**src/rtl/spi_slave_sampler_if.sv**
```systemverilog
// RX/TX word stream between spi_slave_sampler and the SoC-side logic.
// slave: endpoint side (produces RX words, consumes TX words).
// master: consumer/producer side driving the handshake.
interface spi_slave_sampler_if;
  logic [31:0] rx_data_o;
  logic        rx_valid_o;
  logic        rx_ready_i;
  logic [31:0] tx_data_i;
  logic        tx_valid_i;
  logic        tx_ready_o;

  modport slave (
    output rx_data_o, rx_valid_o, tx_ready_o,
    input  rx_ready_i, tx_data_i, tx_valid_i
  );

  modport master (
    input  rx_data_o, rx_valid_o, tx_ready_o,
    output rx_ready_i, tx_data_i, tx_valid_i
  );
endinterface

```
**src/rtl/spi_slave_sampler.sv**
```systemverilog
// Oversampling SPI mode-0 slave (MSB first). SPI pins are synchronised into
// HCLK; 32-bit words are deserialised into a valid/ready stream and, in
// standard mode, a TX word stream is serialised onto MISO.
// Optional quad receive is enabled by defining SPI_SLAVE_QUAD_EN.
// SYNC_STAGES must be at least 2.
module spi_slave_sampler #(
  parameter int unsigned SYNC_STAGES = 2
) (
  input  logic HCLK,
  input  logic HRESET,
  input  logic spi_clk,
  input  logic spi_csn,
  input  logic spi_sdi0,
  input  logic spi_sdi1,
  input  logic spi_sdi2,
  input  logic spi_sdi3,
  output logic spi_miso,
  output logic spi_miso_oe,
  input  logic qmode_i,
  spi_slave_sampler_if.slave bus,
  output logic eot_o,
  output logic rx_partial_o,
  output logic rx_overflow_o,
  output logic tx_underrun_o
);

  localparam int unsigned L_CSN = 0;
  localparam int unsigned L_CLK = 1;
  localparam int unsigned L_D0  = 2;
`ifdef SPI_SLAVE_QUAD_EN
  localparam int unsigned NL = 6;
`else
  localparam int unsigned NL = 3;
`endif

  typedef enum logic [1:0] {WAIT_IDLE = 2'd0, IDLE = 2'd1, ACTIVE = 2'd2} state_t;

  state_t state_q, state_d;

  logic [NL-1:0]                  pin;
  logic [SYNC_STAGES-1:0][NL-1:0] sync_q;
  logic [NL-1:0]                  sync_s;
  logic [NL-1:0]                  hist_q;
  logic clk_rise_q, clk_fall_q, csn_rise_q, csn_fall_q;

  logic        qmode;
  logic [3:0]  lanes;
  logic [5:0]  cnt_q;
  logic [31:0] rx_sh_q, rx_next;
  logic [31:0] tx_sh_q, load_word;
  logic [31:0] rx_data_q;
  logic        rx_valid_q, miso_q, eot_q, partial_q, ovf_q, und_q;
  logic        enter, leave, rise_act, fall_act, word_last, word_done, tx_load;

`ifdef SPI_SLAVE_QUAD_EN
  assign pin   = {spi_sdi3, spi_sdi2, spi_sdi1, spi_sdi0, spi_clk, spi_csn};
  assign qmode = qmode_i;
  assign lanes = hist_q[5:2];
`else
  assign pin   = {spi_sdi0, spi_clk, spi_csn};
  assign qmode = 1'b0;
  assign lanes = {3'b000, hist_q[L_D0]};
  logic unused_pins;
  assign unused_pins = ^{qmode_i, spi_sdi1, spi_sdi2, spi_sdi3};
`endif

  assign sync_s = sync_q[SYNC_STAGES-1];

  // Synchroniser chain, history flop and registered edge events. Registering
  // the events delays the data lanes by the same amount via hist_q, so the
  // lane value used on an edge is the one sampled with that edge.
  always_ff @(posedge HCLK) begin
    if (HRESET) begin
      sync_q     <= '0;
      hist_q     <= '0;
      clk_rise_q <= 1'b0;
      clk_fall_q <= 1'b0;
      csn_rise_q <= 1'b0;
      csn_fall_q <= 1'b0;
    end else begin
      sync_q     <= {sync_q[SYNC_STAGES-2:0], pin};
      hist_q     <= sync_s;
      clk_rise_q <=  sync_s[L_CLK] & ~hist_q[L_CLK];
      clk_fall_q <= ~sync_s[L_CLK] &  hist_q[L_CLK];
      csn_rise_q <=  sync_s[L_CSN] & ~hist_q[L_CSN];
      csn_fall_q <= ~sync_s[L_CSN] &  hist_q[L_CSN];
    end
  end

  // FSM state register.
  always_ff @(posedge HCLK) begin
    if (HRESET) state_q <= WAIT_IDLE;
    else        state_q <= state_d;
  end

  // Next state and per-cycle actions; a csn event masks any clock edge.
  always_comb begin
    state_d  = state_q;
    enter    = 1'b0;
    leave    = 1'b0;
    rise_act = 1'b0;
    fall_act = 1'b0;
    case (state_q)
      WAIT_IDLE: if (hist_q[L_CSN]) state_d = IDLE;
      IDLE: if (csn_fall_q) begin
        state_d = ACTIVE;
        enter   = 1'b1;
      end
      ACTIVE: if (csn_rise_q) begin
        state_d = IDLE;
        leave   = 1'b1;
      end else if (!csn_fall_q) begin
        rise_act = clk_rise_q;
        fall_act = clk_fall_q;
      end
      default: state_d = WAIT_IDLE;
    endcase
  end

  assign word_last = qmode ? (cnt_q == 6'd7) : (cnt_q == 6'd31);
  assign word_done = rise_act & word_last;
  assign rx_next   = qmode ? {rx_sh_q[27:0], lanes} : {rx_sh_q[30:0], lanes[0]};
  assign tx_load   = !qmode && (enter || (fall_act && cnt_q == '0));
  assign load_word = bus.tx_valid_i ? bus.tx_data_i : '0;

  // Bit counter, shift registers, RX output register and status flags.
  always_ff @(posedge HCLK) begin
    if (HRESET) begin
      cnt_q      <= '0;
      rx_sh_q    <= '0;
      tx_sh_q    <= '0;
      rx_data_q  <= '0;
      rx_valid_q <= 1'b0;
      miso_q     <= 1'b0;
      eot_q      <= 1'b0;
      partial_q  <= 1'b0;
      ovf_q      <= 1'b0;
      und_q      <= 1'b0;
    end else begin
      eot_q     <= leave;
      partial_q <= leave && (cnt_q != '0);

      if (enter || leave)  cnt_q <= '0;
      else if (rise_act)   cnt_q <= word_last ? '0 : cnt_q + 6'd1;

      if (enter)           rx_sh_q <= '0;
      else if (rise_act)   rx_sh_q <= rx_next;

      if (leave) begin
        miso_q  <= 1'b0;
        tx_sh_q <= '0;
      end else if (tx_load) begin
        tx_sh_q <= load_word;
        miso_q  <= load_word[31];
        if (!bus.tx_valid_i) und_q <= 1'b1;
      end else if (fall_act && !qmode) begin
        miso_q  <= tx_sh_q[30];
        tx_sh_q <= {tx_sh_q[30:0], 1'b0};
      end

      if (word_done) begin
        if (!rx_valid_q || bus.rx_ready_i) begin
          rx_data_q  <= rx_next;
          rx_valid_q <= 1'b1;
        end else begin
          ovf_q <= 1'b1;
        end
      end else if (rx_valid_q && bus.rx_ready_i) begin
        rx_valid_q <= 1'b0;
      end
    end
  end

  assign spi_miso       = miso_q;
  assign spi_miso_oe    = (state_q == ACTIVE) && !qmode;
  assign bus.rx_data_o  = rx_data_q;
  assign bus.rx_valid_o = rx_valid_q;
  assign bus.tx_ready_o = tx_load;
  assign eot_o          = eot_q;
  assign rx_partial_o   = partial_q;
  assign rx_overflow_o  = ovf_q;
  assign tx_underrun_o  = und_q;

endmodule

```
**src/flat_wrapper.sv**
```systemverilog
// flat-port wrapper written by rule: the top's interface ports become plain ports
module spi_slave_sampler_flat 
#(
  parameter int unsigned SYNC_STAGES = 2
)
  (HCLK, HRESET, spi_clk, spi_csn, spi_sdi0, spi_sdi1, spi_sdi2, spi_sdi3, spi_miso, spi_miso_oe, qmode_i, eot_o, rx_partial_o, rx_overflow_o, tx_underrun_o, bus_rx_data_o, bus_rx_valid_o, bus_tx_ready_o, bus_rx_ready_i, bus_tx_data_i, bus_tx_valid_i);
  spi_slave_sampler_if bus_i ();
  input  logic HCLK;
  input  logic HRESET;
  input  logic spi_clk;
  input  logic spi_csn;
  input  logic spi_sdi0;
  input  logic spi_sdi1;
  input  logic spi_sdi2;
  input  logic spi_sdi3;
  output logic spi_miso;
  output logic spi_miso_oe;
  input  logic qmode_i;
  output logic eot_o;
  output logic rx_partial_o;
  output logic rx_overflow_o;
  output logic tx_underrun_o;
  output wire logic [$bits(bus_i.rx_data_o)-1:0] bus_rx_data_o;
  output wire logic [$bits(bus_i.rx_valid_o)-1:0] bus_rx_valid_o;
  output wire logic [$bits(bus_i.tx_ready_o)-1:0] bus_tx_ready_o;
  input wire logic [$bits(bus_i.rx_ready_i)-1:0] bus_rx_ready_i;
  input wire logic [$bits(bus_i.tx_data_i)-1:0] bus_tx_data_i;
  input wire logic [$bits(bus_i.tx_valid_i)-1:0] bus_tx_valid_i;
  assign bus_rx_data_o = bus_i.rx_data_o;
  assign bus_rx_valid_o = bus_i.rx_valid_o;
  assign bus_tx_ready_o = bus_i.tx_ready_o;
  assign bus_i.rx_ready_i = bus_rx_ready_i;
  assign bus_i.tx_data_i = bus_tx_data_i;
  assign bus_i.tx_valid_i = bus_tx_valid_i;
  spi_slave_sampler #(.SYNC_STAGES(SYNC_STAGES)) u_core (.HCLK(HCLK), .HRESET(HRESET), .spi_clk(spi_clk), .spi_csn(spi_csn), .spi_sdi0(spi_sdi0), .spi_sdi1(spi_sdi1), .spi_sdi2(spi_sdi2), .spi_sdi3(spi_sdi3), .spi_miso(spi_miso), .spi_miso_oe(spi_miso_oe), .qmode_i(qmode_i), .bus(bus_i), .eot_o(eot_o), .rx_partial_o(rx_partial_o), .rx_overflow_o(rx_overflow_o), .tx_underrun_o(tx_underrun_o));
endmodule
```
**config.mk**
```make
export PLATFORM = sky130hd
export DESIGN_NAME = spi_slave_sampler_flat
export DESIGN_NICKNAME = d
export VERILOG_FILES = /design/src/rtl/spi_slave_sampler_if.sv /design/src/rtl/spi_slave_sampler.sv /design/src/flat_wrapper.sv
export SDC_FILE = /design/constraint.sdc
export NUM_CORES = 1
export LEC_CHECK = 0
export ABC_AREA = 1
export BUFFER_PORTS_ARGS = -buffer_cell sky130_fd_sc_hd__buf_2
export CAP_MARGIN = 20
export CORE_MARGIN = 8
export CORE_UTILIZATION = 51
export CTS_BUF_LIST = sky130_fd_sc_hd__clkbuf_8 sky130_fd_sc_hd__clkbuf_16
export DETAILED_ROUTE_END_ITERATION = 7
export HOLD_SLACK_MARGIN = 0.15
export PLACE_DENSITY = 0.84
export SYNTH_ARGS = -nofsm -noshare
export SYNTH_HDL_FRONTEND = slang
export SYNTH_SLANG_ARGS = --single-unit
```
**constraint.sdc**
```tcl
create_clock -name HCLK -period 1.4 [get_ports HCLK]
set_input_delay 0.35 -clock HCLK [delete_from_list [all_inputs] [get_ports HCLK]]
set_output_delay 0.35 -clock HCLK [all_outputs]
set_load 0.05 [all_outputs]
```
==> results of run 1 <==
## metal layers
metal | vias to the layer above | track usage, % | part of all wire (%) | wire length (um)
met5 | - | 0 | 0 | 0
met4 | 0 | 11.1 | 5.5 | 1090
met3 | 125 | 5.94 | 8.8 | 1760
met2 | 409 | 38.2 | 50 | 9910
met1 | 2787 | 24.9 | 36 | 7150
li1 | 2594 | - | - | -
## final cells by class
type / count / area, sq um / share of cell area [%]
Clock buffer: 17 / 414 / 5.04
Sequential cell: 121 / 2480 / 30.2
Clock inverter: 14 / 175 / 2.13
Tap cell: 133 / 166 / 2.02
Multi-Input combinational cell: 461 / 2440 / 29.7
Timing Repair Buffer: 180 / 2100 / 25.6
Inverter: 113 / 439 / 5.34
## worst max-delay path, cell delays in order, from the launching register on
cell and delay, ps:
sky130_fd_sc_hd__dfxtp_2 360, sky130_fd_sc_hd__inv_4 50, sky130_fd_sc_hd__nor2_4 150, sky130_fd_sc_hd__nand2_4 80
sky130_fd_sc_hd__o21ai_4 150, sky130_fd_sc_hd__buf_8 160
## path summary, 6_finish.rpt
kind | start | to | slack, ps | cells after the start
max | u_core.state_q[1]$_SDFFE_PP0P_ | bus_tx_ready_o | -440 | 5
max reg2reg | u_core.cnt_q[0]$_SDFFE_PP0P_ | u_core.bus.rx_data_o[31]$_SDFFE_PP0P_ | -430 | 11
min | bus_tx_data_i[24] | u_core.tx_sh_q[24]$_SDFFE_PP0P_ | 160 | 5
min reg2reg | u_core.sync_q[1]$_SDFF_PP0_ | u_core.sync_s[1]$_SDFF_PP0_ | 400 | 2
## state kept, by name, indices dropped and copies added, names as in the netlist, 2 cells and up
signal / flops
u_core.sync_q: 3
u_core.hist_q: 3
u_core.rx_sh_q: 31
u_core.state_q: 2
u_core.cnt_q: 6
u_core.bus.rx_data_o: 32
u_core.sync_s: 3
u_core.tx_sh_q: 31
## cell usage in the layout (no fill, tap or decap), types with 3 or more instances in the layout
| master | Yosys | final |
|---|---|---|
| sky130_fd_sc_hd__a21oi_1 | 20 | 14 |
| sky130_fd_sc_hd__a21oi_2 | 0 | 6 |
| sky130_fd_sc_hd__buf_12 | 0 | 15 |
| sky130_fd_sc_hd__buf_16 | 0 | 6 |
| sky130_fd_sc_hd__buf_2 | 22 | 38 |
| sky130_fd_sc_hd__buf_4 | 0 | 34 |
| sky130_fd_sc_hd__buf_6 | 3 | 44 |
| sky130_fd_sc_hd__buf_8 | 0 | 11 |
| sky130_fd_sc_hd__bufinv_16 | 0 | 3 |
| sky130_fd_sc_hd__clkbuf_16 | 0 | 30 |
| sky130_fd_sc_hd__clkinvlp_4 | 0 | 6 |
| sky130_fd_sc_hd__dfxtp_1 | 121 | 78 |
| sky130_fd_sc_hd__dfxtp_2 | 0 | 41 |
| sky130_fd_sc_hd__dlygate4sd3_1 | 0 | 18 |
| sky130_fd_sc_hd__inv_1 | 109 | 101 |
| sky130_fd_sc_hd__inv_2 | 3 | 5 |
| sky130_fd_sc_hd__inv_4 | 0 | 6 |
| sky130_fd_sc_hd__nand2_1 | 136 | 102 |
| sky130_fd_sc_hd__nand2_2 | 4 | 30 |
| sky130_fd_sc_hd__nand2_4 | 1 | 7 |
| sky130_fd_sc_hd__nand2_8 | 0 | 3 |
| sky130_fd_sc_hd__nand3_1 | 60 | 56 |
| sky130_fd_sc_hd__nand3_4 | 1 | 3 |
| sky130_fd_sc_hd__nand4_1 | 14 | 14 |
| sky130_fd_sc_hd__nor2_1 | 146 | 118 |
| sky130_fd_sc_hd__nor2_2 | 2 | 21 |
| sky130_fd_sc_hd__nor2_4 | 2 | 11 |
| sky130_fd_sc_hd__o21ai_0 | 51 | 33 |
| sky130_fd_sc_hd__o21ai_1 | 12 | 26 |
| sky130_fd_sc_hd__o21ai_2 | 0 | 3 |
## what timing repair did
action	in CTS	in global routing
pin swaps	14	28
hold buffers	18	0
setup endpoints to repair	99	128
buffers inserted	19	18
resized for setup	156	139
endpoints found under the hold margin	18	0
gates cloned	7	18
## power by group
group	switching, mW	total [mW]	internal [mW]
logic	0.160	0.308	0.148
clock network	1.69	4.40	2.71
registers	0.00943	3.47	3.46
## cell families (layout without fill, tap and decap cells)
family                     Yosys count  after routing  share of synthesized area, %
DFF                                121            121                          47.6
xor gates and xnor gates             1              1                         0.172
adders and majority gates            2              2                         0.491
buffers and inverters              155            324                          12.4
AOI/OAI and AO/OA                   86             86                          8.65
and+or+nand+nor                    371            372                          30.7
## per-stage QoR
| step | setup slack, ps | util (%) | cells | power (mW) | area (sq um) |
|---|---|---|---|---|---|
| after global routing | -506 | 84.5 | 1039 | 8.34 | 8220 |
| after floorplan | -161 | - | 736 | 3.64 | 5150 |
| final | -437 | 84.5 | 1039 | 8.17 | 8220 |
| after global placement | -82.2 | 60.7 | 944 | 3.74 | 5910 |
| after detailed placement | -105 | 60.7 | 944 | 3.75 | 5910 |
| after CTS | -420 | 76.6 | 1015 | 8.07 | 7450 |
==> metrics.txt, run 1 <==
# TYPE chip_impl_metric gauge
chip_impl_metric{name="finalCriticalPeriod",unit="ps"} 1840
chip_impl_info{name="yosys.cell_count.top_type",value="sky130_fd_sc_hd__nor2_1"} 1
chip_impl_metric{name="clock-sinks",unit=""} 121
chip_impl_metric{name="finalNetCount",unit=""} 939
chip_impl_metric{name="htreeDepth",unit=""} 4
chip_impl_metric{name="layout-drive-gt1-share",unit="%"} 37.4
chip_impl_metric{name="detailed_route_wire_length_per_cell",unit="um"} 19.2
chip_impl_metric{name="detailed_place_hpwl",unit="mm"} 7.28
chip_impl_metric{name="synth_area_per_cell",unit="sq um"} 6.92
chip_impl_metric{name="gpl.final_weighted_congestion",unit=""} 0.800
chip_impl_metric{name="route.detailed.vias_per_inst",unit=""} 5.69
chip_impl_metric{name="final_skew",unit="ps"} 12.4
chip_impl_metric{name="irDropWorstVdd",unit="mV"} 0.706
chip_impl_metric{name="dr.pass1.iters",unit=""} 7
chip_impl_metric{name="tightest_slew",unit="ps"} 456
chip_impl_metric{name="power.density_cell_area",unit="mW/mm^2"} 994
chip_impl_metric{name="ioPinCount",unit=""} 83
chip_impl_metric{name="post_route_drc",unit=""} 0
chip_impl_info{name="worstSetupPathType",value="reg2out"} 1
chip_impl_metric{name="cts_made_buffers",unit=""} 17
chip_impl_metric{name="worstPathArrival",unit="ps"} 1490
chip_impl_metric{name="fin_ws",unit="ps"} -437
chip_impl_info{name="synth.cells.most_frequent",value="sky130_fd_sc_hd__nor2_1, sky130_fd_sc_hd__nand2_1, sky130_fd_sc_hd__dfxtp_1, sky130_fd_sc_hd__inv_1, sky130_fd_sc_hd__nand3_1"} 1
chip_impl_metric{name="vias_in_the_first_global_route",unit=""} 5143
chip_impl_metric{name="post_syn_nets",unit=""} 781
chip_impl_metric{name="vias",unit=""} 5915
chip_impl_metric{name="async_flop_share",unit="%"} 0
chip_impl_metric{name="slew_headroom",unit="%"} 69.6
chip_impl_metric{name="insertedDiodeCount",unit=""} 0
chip_impl_metric{name="hold_viol_final",unit=""} 0
chip_impl_metric{name="max-clock-path-buffers",unit=""} 2
chip_impl_info{name="tritoncts",value="yes"} 1
chip_impl_metric{name="required",unit="ps"} 1050
chip_impl_metric{name="die_h",unit="um"} 116
chip_impl_metric{name="synth.yosys.warnings",unit=""} 0
chip_impl_metric{name="seq_area_frac_synth",unit="%"} 47.6
chip_impl_metric{name="clkSlewWorstSetupHoldPaths",unit="ps"} 60
chip_impl_metric{name="max_freq",unit="MHz"} 545
chip_impl_metric{name="remaining_global_route_overflow",unit=""} 0
chip_impl_info{name="status",value="complete, but fails checks"} 1
chip_impl_info{name="critical_path_endpoint_category",value="output port"} 1
chip_impl_metric{name="timing.final.setup_violations",unit=""} 89
chip_impl_info{name="setup.worst_path.start_class",value="flip-flop"} 1
chip_impl_metric{name="power.static_leakage",unit="nW"} 4.09
chip_impl_metric{name="antenna_violations_before_repair",unit=""} 0
chip_impl_metric{name="synth_cells",unit=""} 736
chip_impl_metric{name="slew_viol_final",unit=""} 0
chip_impl_metric{name="setup_total_negative_slack",unit="ps"} -15010
chip_impl_metric{name="buffer_ports.inserted",unit=""} 78
chip_impl_metric{name="number_of_flops_mapped_to_enable_cells_by_yosys",unit=""} 0
chip_impl_metric{name="clkLatencyLatePin",unit="ps"} 530
chip_impl_metric{name="track_usage",unit="%"} 22.2
chip_impl_metric{name="die_area",unit="sq mm"} 0.0134
chip_impl_info{name="violations",value="negative setup slack"} 1
chip_impl_metric{name="chipWidth",unit="um"} 116
chip_impl_metric{name="grt_first_pass_wirelength",unit="mm"} 23.9
chip_impl_metric{name="synth_cell_type_count",unit=""} 29
chip_impl_metric{name="layout-area-overhead-vs-synth",unit="%"} 61.3
chip_impl_metric{name="fin_worst_hold_slack",unit="ps"} 156
chip_impl_info{name="netlist.top_cell.by_area",value="sky130_fd_sc_hd__dfxtp_1"} 1
chip_impl_metric{name="route.antenna.remaining_nets",unit=""} 0
chip_impl_info{name="min_path_type",value="in2reg"} 1
chip_impl_metric{name="grt_max_degree",unit=""} 36
chip_impl_metric{name="number_of_placement_rows",unit=""} 36
chip_impl_metric{name="wl",unit="mm"} 19.9
chip_impl_metric{name="synth_top_area_share",unit="%"} 47.6
chip_impl_metric{name="fillCellCount",unit=""} 464
chip_impl_metric{name="postSynthRegisterBits",unit=""} 121
chip_impl_info{name="netlist_top_cells_area",value="sky130_fd_sc_hd__dfxtp_1, sky130_fd_sc_hd__nor2_1, sky130_fd_sc_hd__nand2_1"} 1
chip_impl_metric{name="cap_viol_max_count",unit=""} 0
chip_impl_metric{name="mappedNetlistArea",unit="sq mm"} 0.00509
chip_impl_info{name="postSynth.topFlopCell",value="sky130_fd_sc_hd__dfxtp_1"} 1
chip_impl_metric{name="path_max_fanout",unit=""} 3
chip_impl_metric{name="floorplan.core_area",unit="sq mm"} 0.00973
chip_impl_metric{name="start_util",unit="%"} 52.4
chip_impl_info{name="clockRootBuffer",value="sky130_fd_sc_hd__clkbuf_8"} 1
chip_impl_info{name="rsz_0062_raised_after_global_routing",value="true"} 1
chip_impl_metric{name="drt-initial-drc-count",unit=""} 772
chip_impl_metric{name="timing.final.crit_share",unit="%"} 131
Note: power is estimated with default switching activity, not from simulation.
==> inputs of run 2 (changes only) <==
--- a/config.mk
+++ b/config.mk
@@ -9,11 +9,11 @@
 export BUFFER_PORTS_ARGS = -buffer_cell sky130_fd_sc_hd__buf_2
 export CAP_MARGIN = 20
 export CORE_MARGIN = 8
-export CORE_UTILIZATION = 51
+export CORE_UTILIZATION = 55
 export CTS_BUF_LIST = sky130_fd_sc_hd__clkbuf_8 sky130_fd_sc_hd__clkbuf_16
 export DETAILED_ROUTE_END_ITERATION = 7
 export HOLD_SLACK_MARGIN = 0.15
-export PLACE_DENSITY = 0.84
+export PLACE_DENSITY = 0.86
 export SYNTH_ARGS = -nofsm -noshare
 export SYNTH_HDL_FRONTEND = slang
 export SYNTH_SLANG_ARGS = --single-unit
==> constraint.sdc (replaced) <==
create_clock -name HCLK -period 1.7 [get_ports HCLK]
set_input_delay 0.425 -clock HCLK [delete_from_list [all_inputs] [get_ports HCLK]]
set_output_delay 0.425 -clock HCLK [all_outputs]
set_load 0.05 [all_outputs]
==> metrics.txt, run 2 (synthesis results as in run 1) <==
# TYPE chip_impl_metric gauge
chip_impl_metric{name="max-clock-path-buffers",unit=""} 2
chip_impl_metric{name="floorplan.core_area",unit="sq mm"} 0.00911
chip_impl_metric{name="drt-initial-drc-count",unit=""} 443
chip_impl_metric{name="number_of_placement_rows",unit=""} 35
chip_impl_metric{name="post_route_drc",unit=""} 0
chip_impl_metric{name="required",unit="ps"} 1270
chip_impl_info{name="tritoncts",value="yes"} 1
chip_impl_metric{name="grt_first_pass_wirelength",unit="mm"} 19.3
chip_impl_metric{name="grt_max_degree",unit=""} 39
chip_impl_metric{name="power.static_leakage",unit="nW"} 3.58
chip_impl_metric{name="insertedDiodeCount",unit=""} 0
chip_impl_metric{name="layout-drive-gt1-share",unit="%"} 20.5
chip_impl_metric{name="clock-sinks",unit=""} 121
chip_impl_info{name="clockRootBuffer",value="sky130_fd_sc_hd__clkbuf_8"} 1
chip_impl_metric{name="die_area",unit="sq mm"} 0.0126
chip_impl_info{name="critical_path_endpoint_category",value="output port"} 1
chip_impl_metric{name="sw_ratio",unit="%"} 18.9
chip_impl_metric{name="final_skew",unit="ps"} 11.3
chip_impl_metric{name="layout-area-overhead-vs-synth",unit="%"} 28.6
chip_impl_metric{name="setup_total_negative_slack",unit="ps"} -228
chip_impl_metric{name="htreeDepth",unit=""} 4
chip_impl_info{name="min_path_type",value="in2reg"} 1
chip_impl_info{name="worstSetupPathType",value="reg2out"} 1
chip_impl_metric{name="clock_power_share",unit="%"} 56.0
chip_impl_metric{name="route.antenna.remaining_nets",unit=""} 0
chip_impl_info{name="layout_common_cells",value="sky130_fd_sc_hd__nor2_1, sky130_fd_sc_hd__nand2_1, sky130_fd_sc_hd__dfxtp_1"} 1
chip_impl_metric{name="slew_viol_final",unit=""} 0
chip_impl_metric{name="remaining_global_route_overflow",unit=""} 0
chip_impl_metric{name="route.detailed.vias_per_inst",unit=""} 5.01
chip_impl_metric{name="wl",unit="mm"} 12.2
chip_impl_metric{name="power.share.sequential",unit="%"} 41.5
chip_impl_metric{name="timing.final.crit_share",unit="%"} 111
chip_impl_metric{name="path_max_fanout",unit=""} 3
chip_impl_metric{name="gpl.final_weighted_congestion",unit=""} 0.831
chip_impl_metric{name="cap_viol_max_count",unit=""} 0
chip_impl_info{name="setup.worst_path.start_class",value="flip-flop"} 1
chip_impl_metric{name="multiInputGateArea",unit="sq mm"} 0.00209
chip_impl_metric{name="irDropWorstVdd",unit="mV"} 0.782
chip_impl_metric{name="finalCriticalPeriod",unit="ps"} 1880
chip_impl_metric{name="antenna_violations_before_repair",unit=""} 0
chip_impl_metric{name="hold_viol_final",unit=""} 0
chip_impl_metric{name="start_util",unit="%"} 55.9
chip_impl_metric{name="vias",unit=""} 4767
chip_impl_metric{name="slew_headroom",unit="%"} 77.2
chip_impl_metric{name="timing.final.setup_violations",unit=""} 2
chip_impl_metric{name="tightest_slew",unit="ps"} 342
chip_impl_info{name="status",value="complete, but fails checks"} 1
chip_impl_metric{name="die_h",unit="um"} 112
chip_impl_metric{name="power.density_cell_area",unit="mW/mm^2"} 1050
chip_impl_metric{name="seq_area",unit="sq mm"} 0.00243
chip_impl_info{name="violations",value="negative setup slack"} 1
chip_impl_metric{name="detailed_route_wire_length_per_cell",unit="um"} 12.8
chip_impl_metric{name="fin_worst_hold_slack",unit="ps"} 187
chip_impl_metric{name="track_usage",unit="%"} 18.3
chip_impl_metric{name="worstPathArrival",unit="ps"} 1460
chip_impl_metric{name="ioPinCount",unit=""} 83
chip_impl_metric{name="clkLatencyLatePin",unit="ps"} 510
chip_impl_metric{name="power_report.internal_total",unit="mW"} 5.59
chip_impl_metric{name="postLayoutCoreUtil",unit="%"} 71.9
chip_impl_info{name="rsz_0062_raised_after_global_routing",value="true"} 1
chip_impl_info{name="mostFrequentLayoutCell",value="sky130_fd_sc_hd__nor2_1"} 1
chip_impl_metric{name="detailed_place_hpwl",unit="mm"} 6.90
chip_impl_metric{name="buffer_ports.inserted",unit=""} 78
chip_impl_metric{name="largest_register_ffs",unit=""} 32
chip_impl_metric{name="vias_in_the_first_global_route",unit=""} 4442
chip_impl_metric{name="fillCellCount",unit=""} 700
chip_impl_metric{name="cts_made_buffers",unit=""} 17
chip_impl_metric{name="finalNetCount",unit=""} 874
chip_impl_metric{name="max_freq",unit="MHz"} 531
chip_impl_metric{name="fin_ws",unit="ps"} -182
chip_impl_metric{name="chipWidth",unit="um"} 112
chip_impl_metric{name="setup_slack_placement",unit="ps"} 71.7
chip_impl_metric{name="dr.pass1.iters",unit=""} 6
chip_impl_metric{name="switching_power",unit="mW"} 1.30
chip_impl_metric{name="p_comb_share",unit="%"} 2.5
chip_impl_metric{name="clkSlewWorstSetupHoldPaths",unit="ps"} 60
## run 2: cell types whose count changed in the layout (fill, tap and decap cells not counted), sizes merged
cell	previous run	this run
bufinv	3	5
nand2	142	141
dlygate4sd3	18	3
buf	148	113
clkbuf	31	21
clkinvlp	6	0
## run 2: timing repair
action                                  4_1_cts  5_1_grt
setup buffers                                 8        6
endpoints found under the setup margin        2       36
resized for setup                            15       10
pin swaps                                     4        6
hold endpoints to repair                      3        0
hold buffers                                  3        0
## run 2: final timing paths
path | startpoint | endpoint | slack, ps | cells past startpoint
hold reg to reg | u_core.sync_q[1]$_SDFF_PP0_ | u_core.sync_s[1]$_SDFF_PP0_ | 400 | 2
hold / removal | bus_tx_data_i[31] | u_core.spi_miso$_SDFFE_PP0P_ | 190 | 3
setup reg to reg | u_core.cnt_q[1]$_SDFFE_PP0P_ | u_core.bus.rx_data_o[0]$_SDFFE_PP0P_ | 40 | 8
setup / recovery | u_core.state_q[1]$_SDFFE_PP0P_ | bus_tx_ready_o | -180 | 5
## run 2: area by class of cell
cell class / instances / area share [%]
flip-flops and latches: 121 / 37.1
multi-input cells: 460 / 32.0
repair buffers: 116 / 12.5
clock buffers: 21 / 7.16
inverters: 113 / 6.51
clock inverters: 10 / 2.64
well taps: 111 / 2.12
## run 2: per-stage QoR
stage                     power (mW)  cells  area [sq um]
final                           6.89    952          6550
after detailed placement        3.08    904          5700
after floorplan                 3.00    736          5110
after global routing            7.07    952          6550
after CTS                       6.91    946          6470
after global placement          3.08    904          5700
## run 2: power by group through the flow
stage                     combinational (mW)  sequential (mW)  clock, mW
after floorplan                       0.0830             2.92          0
after CTS                              0.169             2.86       3.88
final                                  0.173             2.86       3.86
after global routing                   0.189             2.86       4.02
after global placement                 0.160             2.92          0
after detailed placement               0.161             2.92          0
## run 2: critical path: stages (launching register included)
cell,delay [ps]
sky130_fd_sc_hd__dfxtp_2,350
sky130_fd_sc_hd__inv_4,50
sky130_fd_sc_hd__nor2_4,140
sky130_fd_sc_hd__nand2_2,90
sky130_fd_sc_hd__o21ai_4,160
sky130_fd_sc_hd__buf_8,160
## run 2: metal layers
layer / GRT usage, % / vias to the layer above / share of wire, %
li1: - / 2444 / -
met1: 20.6 / 2126 / 44
met2: 31.3 / 172 / 47
met3: 5.26 / 25 / 6.3
met4: 8.36 / 0 / 2.3
met5: 0 / - / 0
==> inputs of run 3 (changes only) <==
--- a/config.mk
+++ b/config.mk
@@ -5,7 +5,6 @@
 export SDC_FILE = /design/constraint.sdc
 export NUM_CORES = 1
 export LEC_CHECK = 0
-export ABC_AREA = 1
 export BUFFER_PORTS_ARGS = -buffer_cell sky130_fd_sc_hd__buf_2
 export CAP_MARGIN = 20
 export CORE_MARGIN = 8
@@ -13,7 +12,7 @@
 export CTS_BUF_LIST = sky130_fd_sc_hd__clkbuf_8 sky130_fd_sc_hd__clkbuf_16
 export DETAILED_ROUTE_END_ITERATION = 7
 export HOLD_SLACK_MARGIN = 0.15
-export PLACE_DENSITY = 0.86
+export PLACE_DENSITY = 0.87
 export SYNTH_ARGS = -nofsm -noshare
 export SYNTH_HDL_FRONTEND = slang
 export SYNTH_SLANG_ARGS = --single-unit
==> metrics.txt, run 3 <==
# TYPE chip_impl_metric gauge
chip_impl_metric{name="antenna_violations_before_repair",unit=""} 0
chip_impl_metric{name="postSynthRegisterBits",unit=""} 121
chip_impl_info{name="netlist.top_cell.by_area",value="sky130_fd_sc_hd__dfxtp_1"} 1
chip_impl_metric{name="layout-area-overhead-vs-synth",unit="%"} 38.2
chip_impl_metric{name="cap_viol_max_count",unit=""} 0
chip_impl_metric{name="post_syn_nets",unit=""} 607
chip_impl_metric{name="r2r_slack",unit="ps"} -270
chip_impl_metric{name="sw_ratio",unit="%"} 24.4
chip_impl_metric{name="route.antenna.remaining_nets",unit=""} 0
chip_impl_metric{name="route.detailed.vias_per_inst",unit=""} 6.24
chip_impl_metric{name="clock-sinks",unit=""} 121
chip_impl_info{name="worstSetupPathType",value="reg2out"} 1
chip_impl_info{name="critical_path_endpoint_category",value="output port"} 1
chip_impl_info{name="mostFrequentLayoutCell",value="sky130_fd_sc_hd__dfxtp_1"} 1
chip_impl_metric{name="max_freq",unit="MHz"} 411
chip_impl_metric{name="ioPinCount",unit=""} 83
chip_impl_metric{name="finalNetCount",unit=""} 707
chip_impl_info{name="tritoncts",value="yes"} 1
chip_impl_metric{name="worstPathArrival",unit="ps"} 2010
chip_impl_metric{name="grt_max_degree",unit=""} 63
chip_impl_metric{name="async_flop_share",unit="%"} 0
chip_impl_metric{name="wl",unit="mm"} 15.5
chip_impl_metric{name="p_total",unit="mW"} 6.50
chip_impl_metric{name="vias",unit=""} 4866
chip_impl_info{name="postSynth.topFlopCell",value="sky130_fd_sc_hd__dfxtp_1"} 1
chip_impl_info{name="rr_endpoint",value="u_core.tx_sh_q[0]$_SDFFE_PP0P_"} 1
chip_impl_metric{name="required",unit="ps"} 1270
chip_impl_metric{name="slew_viol_final",unit=""} 0
chip_impl_metric{name="clkSlewWorstSetupHoldPaths",unit="ps"} 60
chip_impl_metric{name="finalCriticalPeriod",unit="ps"} 2430
chip_impl_info{name="netlist_top_cells_area",value="sky130_fd_sc_hd__dfxtp_1, sky130_fd_sc_hd__nand2_1, sky130_fd_sc_hd__a21oi_1"} 1
chip_impl_info{name="yosys.cell_count.top_type",value="sky130_fd_sc_hd__dfxtp_1"} 1
chip_impl_metric{name="synth_area_per_cell",unit="sq um"} 8.22
chip_impl_metric{name="synth_top_area_share",unit="%"} 52.4
chip_impl_metric{name="synth_cells",unit=""} 562
chip_impl_metric{name="largest_register_ffs",unit=""} 32
chip_impl_metric{name="chipWidth",unit="um"} 108
chip_impl_metric{name="slew_headroom",unit="%"} 60.7
chip_impl_metric{name="die_area",unit="sq mm"} 0.0116
chip_impl_metric{name="max-clock-path-buffers",unit=""} 2
chip_impl_metric{name="p_comb_share",unit="%"} 2.8
chip_impl_metric{name="postLayoutCoreUtil",unit="%"} 78.1
chip_impl_metric{name="synth.yosys.warnings",unit=""} 0
chip_impl_metric{name="buffer_ports.inserted",unit=""} 78
chip_impl_info{name="status",value="complete, but fails checks"} 1
chip_impl_metric{name="mappedNetlistArea",unit="sq mm"} 0.00462
chip_impl_info{name="violations",value="negative setup slack"} 1
chip_impl_metric{name="layout-drive-gt1-share",unit="%"} 30.8
chip_impl_info{name="endpoint_of_the_worst_hold_timing_path",value="u_core.tx_sh_q[27]$_SDFFE_PP0P_"} 1
chip_impl_metric{name="clkLatencyLatePin",unit="ps"} 530
chip_impl_metric{name="vias_in_the_first_global_route",unit=""} 4270
chip_impl_metric{name="fin_ws",unit="ps"} -734
chip_impl_metric{name="power_report.internal_total",unit="mW"} 4.92
chip_impl_metric{name="drt-initial-drc-count",unit=""} 481
chip_impl_metric{name="hold_viol_final",unit=""} 0
chip_impl_metric{name="start_util",unit="%"} 56.5
chip_impl_metric{name="timing.final.crit_share",unit="%"} 143
chip_impl_metric{name="detailed_place_hpwl",unit="mm"} 7.27
chip_impl_metric{name="seq_area_frac_synth",unit="%"} 52.4
chip_impl_metric{name="post_route_drc",unit=""} 0
chip_impl_info{name="crit-reg2reg-launch",value="u_core.state_q[0]$_SDFFE_PP0P_"} 1
chip_impl_metric{name="power.share.sequential",unit="%"} 43.9
chip_impl_metric{name="power.static_leakage",unit="nW"} 2.40
chip_impl_metric{name="final_skew",unit="ps"} 15.0
chip_impl_metric{name="track_usage",unit="%"} 21.4
chip_impl_metric{name="htreeDepth",unit=""} 4
chip_impl_metric{name="timing.hold.worst_path_depth",unit=""} 3
chip_impl_metric{name="detailed_route_wire_length_per_cell",unit="um"} 19.8
chip_impl_metric{name="clock_power_share",unit="%"} 53.3
chip_impl_metric{name="cts_made_buffers",unit=""} 17
chip_impl_metric{name="tightest_slew",unit="ps"} 590
chip_impl_metric{name="reg2regPathDepth",unit=""} 5
chip_impl_metric{name="gpl.final_weighted_congestion",unit=""} 0.815
chip_impl_info{name="layout_common_cells",value="sky130_fd_sc_hd__dfxtp_1, sky130_fd_sc_hd__nand2_1, sky130_fd_sc_hd__buf_2"} 1
chip_impl_info{name="holdCritStartpoint",value="bus_tx_data_i[27]"} 1
chip_impl_info{name="rsz_0062_raised_after_global_routing",value="true"} 1
chip_impl_metric{name="floorplan.core_area",unit="sq mm"} 0.00818
chip_impl_metric{name="timing.final.setup_violations",unit=""} 80
chip_impl_metric{name="cell_count_after_placement",unit=""} 729
chip_impl_info{name="clockRootBuffer",value="sky130_fd_sc_hd__clkbuf_8"} 1
chip_impl_metric{name="irDropWorstVdd",unit="mV"} 0.713
chip_impl_metric{name="number_of_flops_mapped_to_enable_cells_by_yosys",unit=""} 0
chip_impl_metric{name="remaining_global_route_overflow",unit=""} 0
chip_impl_metric{name="insertedDiodeCount",unit=""} 0
chip_impl_metric{name="finalNonFillerCells",unit=""} 780
chip_impl_metric{name="power.density_cell_area",unit="mW/mm^2"} 1020
chip_impl_info{name="setup.worst_path.start_class",value="flip-flop"} 1
chip_impl_info{name="synth.cells.most_frequent",value="sky130_fd_sc_hd__dfxtp_1, sky130_fd_sc_hd__nand2_1, sky130_fd_sc_hd__a21oi_1, sky130_fd_sc_hd__nand3_1, sky130_fd_sc_hd__o21ai_0"} 1
chip_impl_metric{name="number_of_placement_rows",unit=""} 33
chip_impl_info{name="min_path_type",value="in2reg"} 1
chip_impl_metric{name="setup_slack_placement",unit="ps"} -229
chip_impl_metric{name="dr.pass1.iters",unit=""} 5
chip_impl_metric{name="grt_first_pass_wirelength",unit="mm"} 20.1
chip_impl_metric{name="synth_cell_type_count",unit=""} 35
chip_impl_metric{name="die_h",unit="um"} 108
chip_impl_metric{name="switching_power",unit="mW"} 1.59
chip_impl_metric{name="path_max_fanout",unit=""} 2
run 3: cell count changes after synthesis, moves of 9 or more:
cell,change
sky130_fd_sc_hd__buf_2,-9
sky130_fd_sc_hd__a31oi_1,+30
sky130_fd_sc_hd__a21oi_1,+50
sky130_fd_sc_hd__nor2_1,-137
sky130_fd_sc_hd__clkbuf_1,+18
sky130_fd_sc_hd__nand2_1,-36
sky130_fd_sc_hd__nor2b_1,+13
sky130_fd_sc_hd__nand4_1,-10
sky130_fd_sc_hd__inv_1,-102
run 3: per-layer routing:
layer  vias to the layer above  part of all wire (%)  track usage (%)
li1                       2162                     -                -
met1                      2283                    37             25.9
met2                       331                    48             34.0
met3                        90                   9.7             7.19
met4                         0                   5.9             9.32
met5                         -                     0                0
run 3: what timing repair did:
item	CTS	global route
hold buffers	3	0
cloned	1	8
buffers inserted	2	5
resized for setup	18	99
endpoints found under the setup margin	82	70
pin swaps	0	17
endpoints found under the hold margin	3	0
run 3: layout make-up:
type / instances / area (sq um)
sequential: 121 / 2420
timing repair buffer: 129 / 1030
tap: 105 / 131
clock buffer: 17 / 414
clock inverter: 15 / 151
inverter: 7 / 30.0
multi-input combinational: 386 / 2200
fill: 462 / 1790
run 3: through the flow:
stage                     cell area [sq um]  hold WS, ps  setup TNS (ps)
after floorplan                        4630          383           -6660
after global placement                 5270          391           -3840
final                                  6390          187           -8820
after CTS                              5950          166           -4950
after global routing                   6390          183          -15100
after detailed placement               5270          403           -5770
run 3: power by group through the flow:
stage               Combinational, mW  Sequential, mW  Clock [mW]
floorplan                      0.0801            2.92           0
global placement                0.157            2.92           0
detailed placement              0.162            2.92           0
CTS                             0.171            2.85        3.44
global route                    0.195            2.86        3.62
finish                          0.179            2.86        3.47
run 3: kinds of logic after synthesis:
logic type               Yosys count  share of synthesized area, %
AND/OR/NAND/NOR                  210                          21.2
adder cells (fa/ha/maj)            2                         0.541
AO/OA/AOI/OAI                    168                          19.8
multiplexers                       1                         0.217
buffers and inverters             55                          4.82
flip-flops                       121                          52.4
XOR/XNOR                           5                         0.947
run 3: worst max-delay path: stages, from the launching register on:
cell and delay [ps]:
sky130_fd_sc_hd__dfxtp_1 320, sky130_fd_sc_hd__inv_1 90, sky130_fd_sc_hd__ha_1 240, sky130_fd_sc_hd__nand2b_1 150, sky130_fd_sc_hd__o41ai_4 270, sky130_fd_sc_hd__nand2_2 150
sky130_fd_sc_hd__clkinvlp_4 110, sky130_fd_sc_hd__buf_8 140
run 3: worst max path at each step:
stage | cells past startpoint | to | startpoint | slack (ps)
detailed placement | 5 | u_core.tx_sh_q[26]$_SDFFE_PP0P_ | u_core.state_q[0]$_SDFFE_PP0P_ | -230
finish | 7 | bus_tx_ready_o | u_core.cnt_q[1]$_SDFFE_PP0P_ | -730
global placement | 5 | bus_tx_ready_o | u_core.state_q[0]$_SDFFE_PP0P_ | -180
CTS | 5 | bus_tx_ready_o | u_core.state_q[0]$_SDFFE_PP0P_ | -600
global route | 7 | bus_tx_ready_o | u_core.cnt_q[1]$_SDFFE_PP0P_ | -800
floorplan | 5 | bus_tx_ready_o | u_core.state_q[0]$_SDFFE_PP0P_ | -230
